`src/rtl/cpu_ctrl_pkg.sv`:
```
`default_nettype none
// +-------------------------------------------------------------------+
// | cpu_ctrl_pkg : shared control types, opcodes and ALU selects      |
// | Revision     : 1.0                                                |
// +-------------------------------------------------------------------+
package cpu_ctrl_pkg;

  typedef enum logic [2:0] {
    ST_IDLE = 3'd0,
    ST_T0   = 3'd1,
    ST_T1   = 3'd2,
    ST_T2   = 3'd3,
    ST_T3   = 3'd4,
    ST_T4   = 3'd5,
    ST_T5   = 3'd6
  } state_e;

  localparam logic [4:0] c_op_add  = 5'b00011;
  localparam logic [4:0] c_op_sub  = 5'b00100;
  localparam logic [4:0] c_op_and  = 5'b00101;
  localparam logic [4:0] c_op_or   = 5'b00110;
  localparam logic [4:0] c_op_ror  = 5'b00111;
  localparam logic [4:0] c_op_rol  = 5'b01000;
  localparam logic [4:0] c_op_shr  = 5'b01001;
  localparam logic [4:0] c_op_shra = 5'b01010;
  localparam logic [4:0] c_op_shl  = 5'b01011;

  localparam logic [3:0] c_alu_add  = 4'd0;
  localparam logic [3:0] c_alu_sub  = 4'd1;
  localparam logic [3:0] c_alu_and  = 4'd2;
  localparam logic [3:0] c_alu_or   = 4'd3;
  localparam logic [3:0] c_alu_shr  = 4'd4;
  localparam logic [3:0] c_alu_shra = 4'd5;
  localparam logic [3:0] c_alu_shl  = 4'd6;
  localparam logic [3:0] c_alu_ror  = 4'd7;
  localparam logic [3:0] c_alu_rol  = 4'd8;

  typedef struct packed {
    logic       valid;
    logic [3:0] sel;
  } alu_dec_t;

  function automatic alu_dec_t decode_op(input logic [4:0] op);
    alu_dec_t d;
    d.valid = 1'b1;
    d.sel   = c_alu_add;
    case (op)
      c_op_add:  d.sel = c_alu_add;
      c_op_sub:  d.sel = c_alu_sub;
      c_op_and:  d.sel = c_alu_and;
      c_op_or:   d.sel = c_alu_or;
      c_op_shr:  d.sel = c_alu_shr;
      c_op_shra: d.sel = c_alu_shra;
      c_op_shl:  d.sel = c_alu_shl;
      c_op_ror:  d.sel = c_alu_ror;
      c_op_rol:  d.sel = c_alu_rol;
      default:   d.valid = 1'b0;
    endcase
    return d;
  endfunction

endpackage
`default_nettype wire

```
`src/rtl/reg_onehot_dec.sv`:
```
`default_nettype none
// +-------------------------------------------------------------------+
// | reg_onehot_dec : 4-bit register index + enable to one-hot vector  |
// | Revision       : 1.0                                              |
// +-------------------------------------------------------------------+
module reg_onehot_dec #(
  parameter int NREGS = 16
) (
  input  logic [3:0]       i_idx,
  input  logic             i_en,
  output logic [NREGS-1:0] o_onehot
);

  // Indices beyond NREGS-1 simply select nothing.
  for (genvar i = 0; i < NREGS; i++) begin : g_bit
    assign o_onehot[i] = i_en && (i_idx == 4'(i));
  end

endmodule
`default_nettype wire

```
`src/rtl/alu_sequencer.sv`:
```
`default_nettype none
// +-------------------------------------------------------------------+
// | alu_sequencer : T-state control FSM for reg-reg ALU instructions  |
// | Revision      : 1.0                                               |
// +-------------------------------------------------------------------+
module alu_sequencer
  import cpu_ctrl_pkg::*;
#(
  parameter int NREGS = 16
) (
  input  logic             clock,
  input  logic             clear_n,
  input  logic             start,
  input  logic             mem_ready,
  input  logic [4:0]       ir_op,
  input  logic [3:0]       ir_ra,
  input  logic [3:0]       ir_rb,
  input  logic [3:0]       ir_rc,
  output logic             busy,
  output logic             done,
  output logic             illegal,
  output logic             pc_out,
  output logic             pc_in,
  output logic             inc_pc,
  output logic             mar_in,
  output logic             mem_read,
  output logic             mdr_in,
  output logic             mdr_out,
  output logic             ir_in,
  output logic             y_in,
  output logic             z_in,
  output logic             zlo_out,
  output logic [NREGS-1:0] r_out,
  output logic [NREGS-1:0] r_in,
  output logic [3:0]       alu_sel
);

  state_e     state_q, state_d;
  logic [3:0] alu_sel_q, alu_sel_d;
  logic       illegal_q, illegal_d;
  alu_dec_t   w_dec;

  logic             w_en_rb, w_en_rc, w_en_ra;
  logic [NREGS-1:0] w_r_out_rb, w_r_out_rc, w_r_in_ra;

  always_ff @(posedge clock or negedge clear_n) begin
    if (!clear_n) begin
      state_q   <= ST_IDLE;
      alu_sel_q <= c_alu_add;
      illegal_q <= 1'b0;
    end else begin
      state_q   <= state_d;
      alu_sel_q <= alu_sel_d;
      illegal_q <= illegal_d;
    end
  end

  always_comb begin
    state_d   = state_q;
    alu_sel_d = alu_sel_q;
    illegal_d = 1'b0;
    w_dec     = decode_op(ir_op);
    case (state_q)
      ST_IDLE: if (start) state_d = ST_T0;
      ST_T0:   state_d = ST_T1;
      ST_T1:   if (mem_ready) state_d = ST_T2;
      ST_T2:   state_d = ST_T3;
      ST_T3: begin
        // Unsupported opcodes abort here; the flag gives the IDLE-entry pulse.
        if (w_dec.valid) begin
          alu_sel_d = w_dec.sel;
          state_d   = ST_T4;
        end else begin
          illegal_d = 1'b1;
          state_d   = ST_IDLE;
        end
      end
      ST_T4:   state_d = ST_T5;
      ST_T5:   state_d = start ? ST_T0 : ST_IDLE;
      default: state_d = ST_IDLE;
    endcase
  end

  always_comb begin
    pc_out   = 1'b0;
    pc_in    = 1'b0;
    inc_pc   = 1'b0;
    mar_in   = 1'b0;
    mem_read = 1'b0;
    mdr_in   = 1'b0;
    mdr_out  = 1'b0;
    ir_in    = 1'b0;
    y_in     = 1'b0;
    z_in     = 1'b0;
    zlo_out  = 1'b0;
    case (state_q)
      ST_T0: begin
        pc_out = 1'b1;
        mar_in = 1'b1;
        inc_pc = 1'b1;
        z_in   = 1'b1;
      end
      ST_T1: begin
        zlo_out  = 1'b1;
        pc_in    = 1'b1;
        mem_read = 1'b1;
        mdr_in   = 1'b1;
      end
      ST_T2: begin
        mdr_out = 1'b1;
        ir_in   = 1'b1;
      end
      ST_T3:   y_in = 1'b1;
      ST_T4:   z_in = 1'b1;
      ST_T5:   zlo_out = 1'b1;
      default: ;
    endcase
  end

  assign w_en_rb = (state_q == ST_T3);
  assign w_en_rc = (state_q == ST_T4);
  assign w_en_ra = (state_q == ST_T5);

  reg_onehot_dec #(.NREGS(NREGS)) u_dec_rb (.i_idx(ir_rb), .i_en(w_en_rb), .o_onehot(w_r_out_rb));
  reg_onehot_dec #(.NREGS(NREGS)) u_dec_rc (.i_idx(ir_rc), .i_en(w_en_rc), .o_onehot(w_r_out_rc));
  reg_onehot_dec #(.NREGS(NREGS)) u_dec_ra (.i_idx(ir_ra), .i_en(w_en_ra), .o_onehot(w_r_in_ra));

  assign r_out   = w_r_out_rb | w_r_out_rc;
  assign r_in    = w_r_in_ra;
  assign busy    = (state_q != ST_IDLE);
  assign done    = (state_q == ST_T5) | illegal_q;
  assign illegal = illegal_q;
  assign alu_sel = alu_sel_q;

endmodule
`default_nettype wire

```
`config.mk`:
```
export PLATFORM = sky130hd
export DESIGN_NAME = alu_sequencer
export DESIGN_NICKNAME = d
export VERILOG_FILES = /design/src/rtl/cpu_ctrl_pkg.sv /design/src/rtl/reg_onehot_dec.sv /design/src/rtl/alu_sequencer.sv
export SDC_FILE = /design/constraint.sdc
export NUM_CORES = 1
export LEC_CHECK = 0
export CORE_MARGIN = 1.5
export CORE_UTILIZATION = 35
export DETAILED_ROUTE_END_ITERATION = 10
export PLACE_DENSITY = 0.85
export SYNTH_ARGS = -nofsm -noshare
export SYNTH_HDL_FRONTEND = slang
export SYNTH_SLANG_ARGS = --single-unit
```
`constraint.sdc`:
```
create_clock -name clock -period 2.8 [get_ports clock]
set_clock_uncertainty 0.15 [all_clocks]
set_input_delay 0.42 -clock clock [delete_from_list [all_inputs] [get_ports clock]]
set_output_delay 0.42 -clock clock [all_outputs]
set_load 0.01 [all_outputs]
```
Word level (Yosys, flattened, before mapping)
Index checks and enable logic that the tools add are counted.

Bits of input ports: 21. Bits in writable memories: 0. Output and inout port bits: 50. Memories kept: 0. Register bits after elaboration: 8. Latch bits: 0. ROM bits: 0.

$add $sub $neg: 0. Order comparisons: 0. Multiply operators: 0. Eq/ne operators: 62. Muxes and demuxes: 15. Reduce and logical (&&, ||, !) cells: 58. Shift operators: 0. Bitwise operators: 2. Div/mod/pow operators: 0.

Operators with widths (number): $eq A4 B4 Y1 const B (24); $eq A4 B3 Y1 const B (12); $logic_and A1 B1 Y1 (48); $pmux W4 S8 (1); $eq A4 B2 Y1 const B (6); $pmux W3 S7 (1); $eq A5 B3 Y1 const B (4); $eq A5 B4 Y1 const B (4); $or A16 B16 Y16 (1); $eq A4 B1 Y1 const B (3); $logic_not A4 Y1 (3); $mux W1 (10); $eq A3 B3 Y1 const B (3); $mux W3 (3); $reduce_or A9 Y1 (1); $eq A3 B2 Y1 const B (2); $eq A5 B2 Y1 const B (1); $ne A2 B2 Y1 const B (2); $reduce_and A2 Y1 (2); $reduce_or A2 Y1 (2); $eq A3 B1 Y1 const B (1); $logic_not A3 Y1 (1); $reduce_bool A3 Y1 (1); $or A1 B1 Y1 (1).

Depth between registers and ports, before layout
Gate-level depths: netlist of the first run.

Depth after elaboration: 5. Mapped depth: 5. Mapped depth without buffers: 4.

By module
Synthesis of the first run repeated with hierarchy kept, for this count alone.

Cell total of the unflattened synthesis: 140. Area total of the unflattened synthesis: 1044.8 um^2.

Modules (own cells, without submodules): alu_sequencer (area an instance 691.9 um^2, sequential area each 200.2 um^2, times used 1, cells each 71); reg_onehot_dec (area an instance 117.6 um^2, sequential area each 0.0 um^2, times used 3, cells each 23).

Worst setup path after synthesis of the first run
No wires, ideal clock.

Path kind: register to output. Start point: register state_q[1]. End point: output port r_out[0]. Arrival: 1.459 ns. Stages on the path, launching flop included: 4. Setup slack: 0.771 ns. Cell sequence: dfrtp_1 -> or3b_4 -> or3_4 -> o22ai_1.

Cells in the longest elaborated chain, start to end: 3. Elaborated cells between the ends (all ways): 5. Classes of those cells: 2 x eq/ne; 1 x bitwise; 2 x reduce/logical.

Ends and longest elaborated chain: start: declaration (RTL line alu_sequencer.sv:38) `state_e state_q, state_d;`; start signal: assignment (RTL line alu_sequencer.sv:52) `state_q <= state_d;`; $eq A3 B3 Y1, on equally long branches (RTL line alu_sequencer.sv:120, alu_sequencer.sv:121); $logic_and A1 B1 Y1 (RTL line reg_onehot_dec.sv:16) `assign o_onehot[i] = i_en && (i_idx == 4'(i));`; $or A16 B16 Y16 * (RTL line alu_sequencer.sv:128) `assign r_out = w_r_out_rb | w_r_out_rc;`; end: declaration (RTL line alu_sequencer.sv:33) `output logic [NREGS-1:0] r_out,`.

Every way passes the cells marked *; elsewhere a longest branch is shown, timed or not.

Worst setup path in the final report of the first run
Start point: register state_q[0]. End point: output port r_out[2].

Same word-level chain as after synthesis.

==> metrics.md, run 1 <==
| Metric | Value |
|---|---|
| Area growth syn-to-layout | `86.6%` |
| Most used routing layer | `met2` |
| CORE AREA | `2280 sq um` |
| PD cells | `527 nW/um^2` |
| Via count | `1169` |
| Final min period | `2.72 ns` |
| Crit-path leading delay family | `buffers and inverters` |
| CTS H-tree depth | `1` |
| I/O Pins | `71` |
| Setup TNS | `0 ns` |
| Status | `completed` |
| Met2 global-route usage | `0.367` |
| Synthesized area per cell | `7.82 sq um` |
| Largest net degree at the start of global routing | `10` |
| Worst Path Max Fanout | `8` |
| Final Max Tran Viols | `0` |
| Post-Layout Inst Area | `1620 sq um` |
| CP Capture Type | `primary output` |
| GR Overflow Total | `0` |
| RSZ-0062 raised after global routing | `no` |
| Clk pin slew, worst setup/hold paths | `0.05 ns` |
| CP Buf/Inv Count | `2` |
| Worst setup SP type | `flop` |
| Final setup viols | `0` |
| Post-Route WL | `3040 um` |
| Fin crit share | `0.971` |
| Final Hold Vio Count | `0` |
| R2R Setup Slk | `1.00 ns` |
| Synth Cell Area | `868 sq um` |
| ANT nets after route | `0` |
| Clk buf depth | `2` |
| LEAKAGE | `0.740 nW` |
| Initial DRC Count | `37` |
| Die Width | `52.8 um` |
| Sequential-to-total area share from yosys stat | `0.231` |
| Reg2reg start | `state_q[0]` |
| Worst r2r dst | `alu_sel[0]` |
| Crit path kind | `reg -> out` |
| Via/cell ratio | `5.65` |
| Peak Freq | `0.368 GHz` |
| Yosys warns | `0` |
| Leading area contributor after synthesis | `dfrtp_1` |
| GR Util met3 | `0.0314` |
| Post-synth cell types | `29` |
| Die footprint | `2790 sq um` |
| Slowest stage delay, CP | `0.57 ns` |
| Layout cells sized above 1 | `0.117` |
| Worst Tran Pin Value | `0.346 ns` |
| Slowest stage cell, crit path | `clkdlybuf4s50_1` |
| Area contributors post-synth | `dfrtp_1, o22ai_1, nand2b_1, mux2_4, nor2_1` |
| First-pass GRT wire length | `4630 um` |
| Diodes inserted | `0` |
| Worst path cell trace | `or3b_4 > clkinv_4 > nand3b_1 > o22ai_1 > clkdlybuf4s50_1` |
| Post-detail-place hpwl | `2460 um` |
| Data required time of the critical path | `2.23 ns` |
| Post-synthesis sequential element count | `8` |
| Maximum vdd drop | `0.396 mV` |
| Cell Rows | `17` |
| CTS Sinks | `8` |
| Total iterations of the first detailed-routing run | `4` |
| CP Data Arrival Time | `2.15 ns` |
| Top FF cell, synth | `dfrtp_1` |
| GRT Util Overall | `0.217` |
| Post-Synthesis Cells | `111` |
| R2R cell count | `4` |
| Die Y | `52.8 um` |
| Num CTS Buffers | `3` |
| # port buffers | `70` |
| Hold Slack | `0.288 ns` |
| Synth Net Count | `132` |
| HP Class | `in -> async` |
| Met1 usage in global routing | `0.284` |
| Placed Instances | `204` |
| Pwr Total | `0.000854 W` |
| Cell Area, Placed | `1570 sq um` |
| Skew-Pair Late Insertion Delay | `0.25 ns` |
| Async set or reset register ratio after synthesis | `1.00` |
| Max cap viols | `0` |
| RePlAce Congestion | `0.814` |
| Layout Nets | `202` |
| Clk root buf | `clkbuf_4` |
| Slew margin rel. | `0.768` |
| TritonCTS clock tree | `built` |
| Routed len/inst | `14.7 um` |
| Synth top area share | `0.231` |
| Final cell count without fillers | `207` |
| Antenna violations before repair | `0` |
| Initial Utilization | `0.382` |
| Vias in the first global route | `1041` |
| Final routed DRC violation total | `0` |
| Post-synth EDFFs | `0` |
kinds of logic (layout without fill, tap and decap cells):
kind of cell           count (synthesis)  after routing  synth area share
AO/OA/AOI/OAI                         27             27             0.199
flip-flops                             8              8             0.231
AND/OR/NAND/NOR                       59             59             0.406
buffers and inverters                 12             80            0.0836
multiplexers                           5              5            0.0807
cell usage in the layout, fill, tap and decap left out, types with 3 or more instances in the layout:
cell | netlist | layout
clkdlybuf4s50_1 | 0 | 60
clkbuf_4 | 0 | 3
nand2b_1 | 11 | 11
nand2_1 | 4 | 4
dfrtp_1 | 8 | 6
or3b_2 | 3 | 3
mux2_4 | 4 | 4
inv_1 | 4 | 4
nor3_1 | 5 | 5
nand3b_1 | 7 | 7
nor2_1 | 15 | 15
a21oi_1 | 4 | 4
o22ai_1 | 17 | 17
dlymetal6s2s_1 | 0 | 9
per-stage QoR:
step / worst slack [ns] / util
after floorplan: 0.771 / -
after global placement: 0.0701 / 0.690
after detailed placement: 0.0571 / 0.690
after CTS: 0.00252 / 0.700
after global routing: 0.00930 / 0.712
final: 0.0810 / 0.712
routing by layer:
metal,share of wire,vias up
met2,0.49,71
met4,0.011,0
li1,-,555
met3,0.071,7
met5,0,-
met1,0.42,536
worst max-delay path by stage:
stage | to | startpoint | depth (start not counted)
3_3_place_gp | r_out[12] | ir_rc[0] | 4
5_1_grt | r_out[14] | state_q[0] | 5
3_5_place_dp | r_out[12] | ir_rc[0] | 4
2_1_floorplan | r_out[0] | state_q[1] | 3
4_1_cts | r_out[4] | state_q[0] | 4
6_report | r_out[2] | state_q[0] | 5
power by group:
part / internal (W) / switching, W / total [W]
logic: 0.000318 / 0.000248 / 0.000567
registers: 0.000156 / 0.0000439 / 0.000199
clock network: 0.0000490 / 0.0000388 / 0.0000879
state kept, by name, indices dropped and copies added (netlist names):
signal and flops:
alu_sel 4, state_q 3, illegal 1
timing repair:
action / CTS / global route
hold buffers: 0 / 0
endpoints found under the setup margin: 3 / 11
setup buffers: 0 / 0
gates resized for setup: 2 / 11
endpoints found under the hold margin: 0 / 0
synth_stat cells, drive strengths merged, types with 2 or more instances:
library cell  number
nand2b            11
a21oi              4
nand4              2
dfrtp              8
nand3b             7
nand4b             2
or3                3
or3b               4
nor2              15
nand3              2
inv                4
or2                2
buf                6
nor3               5
nand2              4
o211ai             2
mux2               4
o22ai             17
cell type report:
cell class	count	area, sq um
Clock buffer	3	22.5
Fill cell	183	656
Inverter	5	23.8
Multi-Input combinational cell	91	599
Sequential cell	8	203
Tap cell	28	35.0
Timing Repair Buffer	72	737
Note: power is estimated with default switching activity, not from simulation.
==> inputs of run 2 (changes only) <==
SLEW_MARGIN = 20   (was unset)
==> results of run 2 <==
Final layout, timing and power as in run 1 (identical DEF).
==> inputs of run 3 (changes only) <==
PLACE_DENSITY = 0.86   (was 0.85)
REMOVE_ABC_BUFFERS = 1   (was unset)
==> metrics.md, run 3 (synthesis results as in run 1) <==
| Metric | Value |
|---|---|
| Status | `completed` |
| Diodes inserted | `0` |
| Num CTS Buffers | `3` |
| Reg2reg start | `state_q[1]` |
| # port buffers | `70` |
| Worst Path Max Fanout | `9` |
| Cell Rows | `17` |
| Skew-Pair Late Insertion Delay | `0.26 ns` |
| Die Y | `52.8 um` |
| Final Hold Vio Count | `0` |
| R2R cell count | `4` |
| Final worst-path setup slack | `0.0202 ns` |
| Final routed DRC violation total | `0` |
| Setup TNS | `0 ns` |
| # fillers | `173` |
| CP Capture Type | `primary output` |
| Initial DRC Count | `48` |
| HP Class | `in -> async` |
| TritonCTS clock tree | `built` |
| Commonest non-fill, non-tap cell in the layout | `clkdlybuf4s50_1` |
| RePlAce Congestion | `0.843` |
| Post-Route WL | `3290 um` |
| Peak Freq | `0.360 GHz` |
| Worst Tran Pin Value | `0.364 ns` |
| Final setup viols | `0` |
| Die Width | `52.8 um` |
| CTS H-tree depth | `1` |
| CTS Sinks | `8` |
| Die footprint | `2790 sq um` |
| CORE AREA | `2280 sq um` |
| Worst r2r dst | `alu_sel[1]` |
| Maximum vdd drop | `0.437 mV` |
| Setup crit end | `r_out[10]` |
| Largest net degree at the start of global routing | `11` |
| Placed Instances | `203` |
| Initial Utilization | `0.382` |
| LEAKAGE | `0.742 nW` |
| Final Core Density | `0.712` |
| Total iterations of the first detailed-routing run | `4` |
| Max reg flops | `4` |
| Final cell count without fillers | `207` |
| Fin crit share | `0.993` |
| Via/cell ratio | `5.82` |
| Data required time of the critical path | `2.23 ns` |
| R2R Setup Slk | `0.97 ns` |
| GRT Util Overall | `0.236` |
| Via count | `1204` |
| Hold bufs inserted after CTS | `0` |
| Clk root buf | `clkbuf_4` |
| Final Max Tran Viols | `0` |
| Pwr Total | `0.000856 W` |
| I/O Pins | `71` |
| Max cap viols | `0` |
| GR Overflow Total | `0` |
| Vias in the first global route | `1098` |
| Most frequent cells in the layout | `clkdlybuf4s50_1, o22ai_1, nor2_1, nand2b_1, dlymetal6s2s_1` |
| CP Launch Point | `state_q[1]` |
| Routed len/inst | `15.9 um` |
| ANT nets after route | `0` |
| Layout cells sized above 1 | `0.123` |
| Area growth syn-to-layout | `86.6%` |
| Worst Setup Slack post-DPL | `0.0382 ns` |
| Antenna violations before repair | `0` |
| Clk buf depth | `2` |
| Post-detail-place hpwl | `2610 um` |
| Crit path kind | `reg -> out` |
| PD cells | `529 nW/um^2` |
| First-pass GRT wire length | `4890 um` |
| Slew margin rel. | `0.757` |
| Final min period | `2.78 ns` |
| CP Data Arrival Time | `2.21 ns` |
| Worst setup SP type | `flop` |
| Layout Nets | `202` |
| Clk pin slew, worst setup/hold paths | `0.06 ns` |
-- run 3: worst min path at each step --
stage                     slack [ns]  depth (start not counted)  startpoint         end
after floorplan                -0.03                          0     clear_n  alu_sel[0]
after global placement          0.36                          1  alu_sel[3]  alu_sel[3]
after detailed placement        0.35                          1  alu_sel[0]  alu_sel[0]
after CTS                       0.29                          1     clear_n  alu_sel[0]
after global routing            0.32                          1     clear_n  alu_sel[0]
final                           0.29                          1     clear_n  alu_sel[0]
-- run 3: area by class of cell --
type | instances | area, sq um | share of cell area
flip-flops and latches | 8 | 204 | 0.126
multi-input cells | 91 | 599 | 0.370
inverters | 5 | 23.8 | 0.0147
repair buffers | 72 | 736 | 0.454
well taps | 28 | 35.0 | 0.0216
clock buffers | 3 | 22.5 | 0.0139
-- run 3: power breakdown --
group          switching [W]  internal, W
clock              0.0000417    0.0000492
combinational       0.000246     0.000313
sequential         0.0000501     0.000157
total               0.000338     0.000519
-- run 3: layer usage --
layer | GRT usage | up-vias | routed length [um]
li1 | - | 551 | -
met1 | 0.268 | 559 | 1210
met2 | 0.419 | 86 | 1640
met3 | 0.0600 | 8 | 370
met4 | 0.0855 | 0 | 70
met5 | 0 | - | 0
-- run 3: timing repair --
item                                    4_1_cts  5_1_grt
resized for setup                             5       10
endpoints found under the setup margin        4       12
buffers inserted                              0        1
-- run 3: through the flow --
| step | hold WS (ns) | area (sq um) |
|---|---|---|
| floorplan | -0.0256 | 820 |
| finish | 0.286 | 1620 |
| CTS | 0.291 | 1590 |
| detailed placement | 0.346 | 1560 |
| global placement | 0.358 | 1560 |
| global route | 0.316 | 1620 |
-- run 3: critical path, cell delays in order, from the launching register on --
cell	delay, ns
dfrtp_2	0.46
or3b_4	0.44
clkinv_4	0.07
nand3b_1	0.18
o22ai_1	0.22
clkdlybuf4s50_1	0.57
